### config.mk
export PLATFORM = sky130hd
export DESIGN_NAME = queue_drain_flat
export DESIGN_NICKNAME = d
export VERILOG_FILES = /design/src/rtl/queue_drain_if.sv /design/src/rtl/queue_drain.sv /design/src/flat_wrapper.sv
export SDC_FILE = /design/constraint.sdc
export NUM_CORES = 1
export LEC_CHECK = 0
export BUFFER_PORTS_ARGS = -buffer_cell sky130_fd_sc_hd__buf_4
export CORE_MARGIN = 1.5
export CORE_UTILIZATION = 49
export DETAILED_ROUTE_END_ITERATION = 10
export GPL_ROUTABILITY_DRIVEN = 1
export PLACE_DENSITY = 0.81
export SYNTH_ARGS = -nofsm -noshare
export SYNTH_HDL_FRONTEND = slang
export SYNTH_SLANG_ARGS = --single-unit
### constraint.sdc
create_clock -name sclk -period 5.6 [get_ports sclk]
set_clock_uncertainty 0.2 [all_clocks]
set_input_delay 1.4 -clock sclk [delete_from_list [all_inputs] [get_ports sclk]]
set_output_delay 1.4 -clock sclk [all_outputs]
set_load 0.01 [all_outputs]
### src/rtl/queue_drain_if.sv
// Handshake bundle for queue_drain: upstream queue read port plus the
// downstream valid/ready beat stream.
// Optional feature macro: QUEUE_DRAIN_STATS_EN adds drained_count.
interface queue_drain_if #(
    parameter int DATA_WIDTH = 64
);
    logic                  enable;
    logic                  q_empty;
    logic [DATA_WIDTH-1:0] q_read_data;
    logic                  q_read_en;
    logic [DATA_WIDTH-1:0] out_data;
    logic                  out_valid;
    logic                  out_ready;
    logic                  out_last;
`ifdef QUEUE_DRAIN_STATS_EN
    logic [15:0]           drained_count;
`endif

    // The drain engine itself
    modport master (
        input  enable, q_empty, q_read_data, out_ready,
`ifdef QUEUE_DRAIN_STATS_EN
        output drained_count,
`endif
        output q_read_en, out_data, out_valid, out_last
    );

    // Queue + downstream consumer side
    modport slave (
        output enable, q_empty, q_read_data, out_ready,
`ifdef QUEUE_DRAIN_STATS_EN
        input  drained_count,
`endif
        input  q_read_en, out_data, out_valid, out_last
    );
endinterface

### src/rtl/queue_drain.sv
// queue_drain: pulls samples from a 1-cycle-latency upstream queue into a
// 2-entry skid buffer and presents them as a valid/ready stream framed in
// BURST_LEN-beat bursts (out_last on the final beat).
// Optional feature macro: QUEUE_DRAIN_STATS_EN adds a 16-bit pop counter.
module queue_drain #(
    parameter int DATA_WIDTH = 64,
    parameter int BURST_LEN  = 8
) (
    input logic          sclk,
    input logic          reset,
    queue_drain_if.master bus
);
    typedef enum logic [1:0] {IDLE, FETCH, FULL} state_t;

    localparam logic [7:0] LAST_BEAT = 8'(BURST_LEN - 1);

    state_t                state;
    logic [1:0]            buf_count;
    logic                  inflight;
    logic                  valid;
    logic [DATA_WIDTH-1:0] entry0;  // oldest, drives out_data directly
    logic [DATA_WIDTH-1:0] entry1;
    logic [7:0]            beat;
    logic                  pop;
    logic                  capture;
    logic                  rd;
    logic [2:0]            occ;
    logic [1:0]            count_next;

    assign pop     = valid & bus.out_ready;
    assign capture = inflight;

    // Occupancy as it will stand after this cycle's pop; a read may only go
    // out if its sample is guaranteed a slot when it lands next cycle.
    assign occ = {1'b0, buf_count} + {2'b00, inflight} - {2'b00, pop};
    assign rd  = ~reset & bus.enable & ~bus.q_empty & (occ < 3'd2);

    // Buffer occupancy after this edge's capture/pop pair
    always_comb begin
        count_next = buf_count;
        case ({capture, pop})
            2'b10:   count_next = buf_count + 2'd1;
            2'b01:   count_next = buf_count - 2'd1;
            default: count_next = buf_count;
        endcase
    end

    // Occupancy FSM: state, counters and registered valid track buffer fill
    always_ff @(posedge sclk or posedge reset) begin
        if (reset) begin
            state     <= IDLE;
            buf_count <= 2'd0;
            inflight  <= 1'b0;
            valid     <= 1'b0;
        end else begin
            buf_count <= count_next;
            inflight  <= rd;
            valid     <= (count_next != 2'd0);
            if (count_next == 2'd2)
                state <= FULL;
            else if (count_next == 2'd1 || rd)
                state <= FETCH;
            else
                state <= IDLE;
        end
    end

    // In-order 2-entry storage; entry0 only changes on a pop or when the
    // buffer was empty, so out_data is stable while stalled.
    always_ff @(posedge sclk or posedge reset) begin
        if (reset) begin
            entry0 <= '0;
            entry1 <= '0;
        end else if (pop) begin
            if (capture && buf_count == 2'd1)
                entry0 <= bus.q_read_data;
            else
                entry0 <= entry1;
            if (capture && state == FULL)
                entry1 <= bus.q_read_data;
        end else if (capture) begin
            if (buf_count == 2'd0)
                entry0 <= bus.q_read_data;
            else
                entry1 <= bus.q_read_data;
        end
    end

    // Beat position within the current frame, advanced per accepted beat
    always_ff @(posedge sclk or posedge reset) begin
        if (reset)
            beat <= 8'd0;
        else if (pop)
            beat <= (beat == LAST_BEAT) ? 8'd0 : beat + 8'd1;
    end

`ifdef QUEUE_DRAIN_STATS_EN
    logic [15:0] drained;

    // Free-running count of delivered beats, wraps naturally at 16 bits
    always_ff @(posedge sclk or posedge reset) begin
        if (reset)
            drained <= 16'd0;
        else if (pop)
            drained <= drained + 16'd1;
    end

    assign bus.drained_count = drained;
`endif

    assign bus.q_read_en = rd;
    assign bus.out_valid = valid;
    assign bus.out_data  = entry0;
    assign bus.out_last  = valid & (beat == LAST_BEAT);
endmodule

### src/flat_wrapper.sv
// flat-port wrapper written by rule: the top's interface ports become plain ports
module queue_drain_flat 
#(
    parameter int DATA_WIDTH = 64,
    parameter int BURST_LEN  = 8
)
  (sclk, reset, bus_enable, bus_q_empty, bus_q_read_data, bus_out_ready, bus_q_read_en, bus_out_data, bus_out_valid, bus_out_last);
  queue_drain_if #(.DATA_WIDTH(DATA_WIDTH)) bus_i ();
  input logic sclk;
  input logic reset;
  input wire logic [$bits(bus_i.enable)-1:0] bus_enable;
  input wire logic [$bits(bus_i.q_empty)-1:0] bus_q_empty;
  input wire logic [$bits(bus_i.q_read_data)-1:0] bus_q_read_data;
  input wire logic [$bits(bus_i.out_ready)-1:0] bus_out_ready;
  output wire logic [$bits(bus_i.q_read_en)-1:0] bus_q_read_en;
  output wire logic [$bits(bus_i.out_data)-1:0] bus_out_data;
  output wire logic [$bits(bus_i.out_valid)-1:0] bus_out_valid;
  output wire logic [$bits(bus_i.out_last)-1:0] bus_out_last;
  assign bus_i.enable = bus_enable;
  assign bus_i.q_empty = bus_q_empty;
  assign bus_i.q_read_data = bus_q_read_data;
  assign bus_i.out_ready = bus_out_ready;
  assign bus_q_read_en = bus_i.q_read_en;
  assign bus_out_data = bus_i.out_data;
  assign bus_out_valid = bus_i.out_valid;
  assign bus_out_last = bus_i.out_last;
  queue_drain #(.DATA_WIDTH(DATA_WIDTH), .BURST_LEN(BURST_LEN)) u_core (.sclk(sclk), .reset(reset), .bus(bus_i));
endmodule
==> reports/results.tsv <==
metric	value	unit
path_delay_family	adder cells	
syn_area	0.00613	mm²
ys_seq_area_frac	0.579	
fmax	0.218	GHz
syn_inst	507	
clock_path_buffers	2	
avgSynthCellArea	12.1	µm²
crit_buf_inv	2	
start_util	0.507	
slowest_stage	fa_1	
mostFrequentLayoutCell	dfrtp_1	
via_count	4250	
route.detailed.drc	0	
fin_nets	706	
routed_wl	12.6	mm
cts_buffers	17	
setup_tns	0	ps
io_buffers	135	
dp_hpwl	8.27	mm
cts.sinks	142	
cts_setup_buffers	0	
clkTransAtPathRegs	50	ps
rows	40	
clock_latency	420	ps
slew_headroom	0.198	
status	finished, final reports clean	
synthFlopType	dfrtp_1	
grt_pass1_wl	20.8	mm
ctsHoldBuffers	0	
drv_cap	0	
synth_warnings	0	
cp-end-kind	output pin	
crit_required	4000	ps
crit_chain	buf_4, a21boi_0, o21ai_0, fa_1, nand4bb_1, nor2_1, buf_4	
synth_top_area_frac	0.579	
cts_resized	0	
antenna_left	0	
grtUsageTotal	0.204	
antenna_found_initial	0	
cts_tree	built	
critical_path.startpoint_type	primary input	
yosysTopAreaCell	dfrtp_1	
synth_seq_cells	142	
die_area	0.0132	mm²
viasPerCell	5.24	
synth_cell_type_count	39	
slew_violations	0	
wire_per_inst	15.5	µm
rsz0062_at_grt	false	
mostFrequentLayoutCells	dfrtp_1 (142), buf_4 (138), nand2_1 (77)	
setup_viol	0	
p_leak	3.94	nW
netlist_top_cells_area	dfrtp_1 (58%), mux2_2 (11%), mux2i_1 (10%), o21ai_0 (5.6%), nand2_1 (4.7%)	
finalCritPeriodShare	0.821	
tightest_slew	1200	ps
fillers	940	
peakVddDrop	0.000316	V
grt_max_degree	112	
first_pass_iters	5	
hold_viol_final	0	
period_minus_slack	4600	ps
synthArstFlopShare	1.00	
cts_root_buf	clkbuf_16	
max_stage_delay	510	ps
die_w	115	µm
synth_fp_nets	580	
diodes	0	
critical_path.most_common_cell	buf_4	
crit_fanout	5	
die_h	115	µm
holdWs	272	ps
gr-total-overflow	0	
gp_congestion	0.843	
grt_pass1_vias	4311	
first_iter_violations	287	
pin_count	136	
min_path_type	reg -> reg	
power_density	543	mW/mm²
area_delta_synth_final	27.3	%
drive_gt1_frac	0.355	
arrival	3000	ps
core_area	0.0121	mm²
synth_edf_count	0	
worst-setup-path-type	in -> out	
htree_levels	4	
-- worst paths after layout --
kind	startpoint	end	slack [ps]	cells past startpoint
worst max-delay path	bus_out_ready	bus_q_read_en	1000	7
worst min-delay path	u_core.beat[7]	u_core.beat[7]	270	1
worst max register to register	u_core.bus.out_valid	u_core.entry1[13]	2820	5
worst min register to register	u_core.beat[7]	u_core.beat[7]	270	1
max in group asynchronous	reset	u_core.entry1[59]	3170	3
min in group asynchronous	reset	u_core.entry1[49]	1020	2
-- registers in the layout, indices dropped and copies added (netlist names) --
signal                count
u_core.bus.out_data      64
u_core.entry1            64
u_core.beat               8
u_core.buf_count          2
u_core.state              2
u_core.bus.out_valid      1
u_core.capture            1
-- logic make-up after synthesis --
kind of cell             after synthesis  synth area share
buffers and inverters                 36            0.0292
flip-flops                           142             0.579
AND/OR/NAND/NOR                      109            0.0781
XOR/XNOR                               7           0.00999
AO/OA/AOI/OAI                         81            0.0722
multiplexers                         128             0.222
adder cells (fa/ha/maj)                4           0.00938
-- report_power, final --
part / total (W) / leakage [nW] / internal (W) / switching (W)
sequential: 0.00178 / 1.80 / 0.00149 / 0.000284
clock: 0.00105 / 0.264 / 0.000650 / 0.000400
combinational: 0.00141 / 1.87 / 0.000739 / 0.000673
total: 0.00424 / 3.94 / 0.00288 / 0.00136
-- through the flow --
| stage | instance area [µm²] | std cells | power, W | setup slack, ps | util |
|---|---|---|---|---|---|
| global placement | 7260 | 782 | 0.00312 | 1070 | 0.599 |
| detailed placement | 7260 | 782 | 0.00322 | 1020 | 0.599 |
| global route | 7810 | 811 | 0.00452 | 798 | 0.645 |
| CTS | 7810 | 811 | 0.00428 | 1000 | 0.645 |
| floorplan | 6130 | 507 | 0.00261 | 190 | - |
| finish | 7810 | 811 | 0.00424 | 1000 | 0.645 |
-- routing by layer --
layer	vias to the layer above	part of all wire	GRT usage
li1	2020	-	-
met2	131	0.48	0.321
met4	0	0.019	0.0840
met5	-	0	0
met3	25	0.069	0.0675
met1	2074	0.43	0.261
-- Yosys cell counts (5+ instances only) --
cell and instances:
buf_2 8, buf_4 9, clkbuf_1 15, dfrtp_1 142, mux2_1 5, mux2_2 59
mux2i_1 64, nand2_1 77, nand3_1 8, nor3_1 5, o21ai_0 69, xnor2_1 6
-- area by class of cell --
class / count / area [µm²] / share of cell area
clock buffers: 24 / 492 / 0.0630
clock inverters: 5 / 58.8 / 0.00753
inverters: 4 / 20.0 / 0.00256
multi-input cells: 329 / 2420 / 0.310
flip-flops and latches: 142 / 3550 / 0.455
well taps: 168 / 210 / 0.0269
repair buffers: 139 / 1060 / 0.135
No activity file was read; power rests on OpenSTA's default activity.
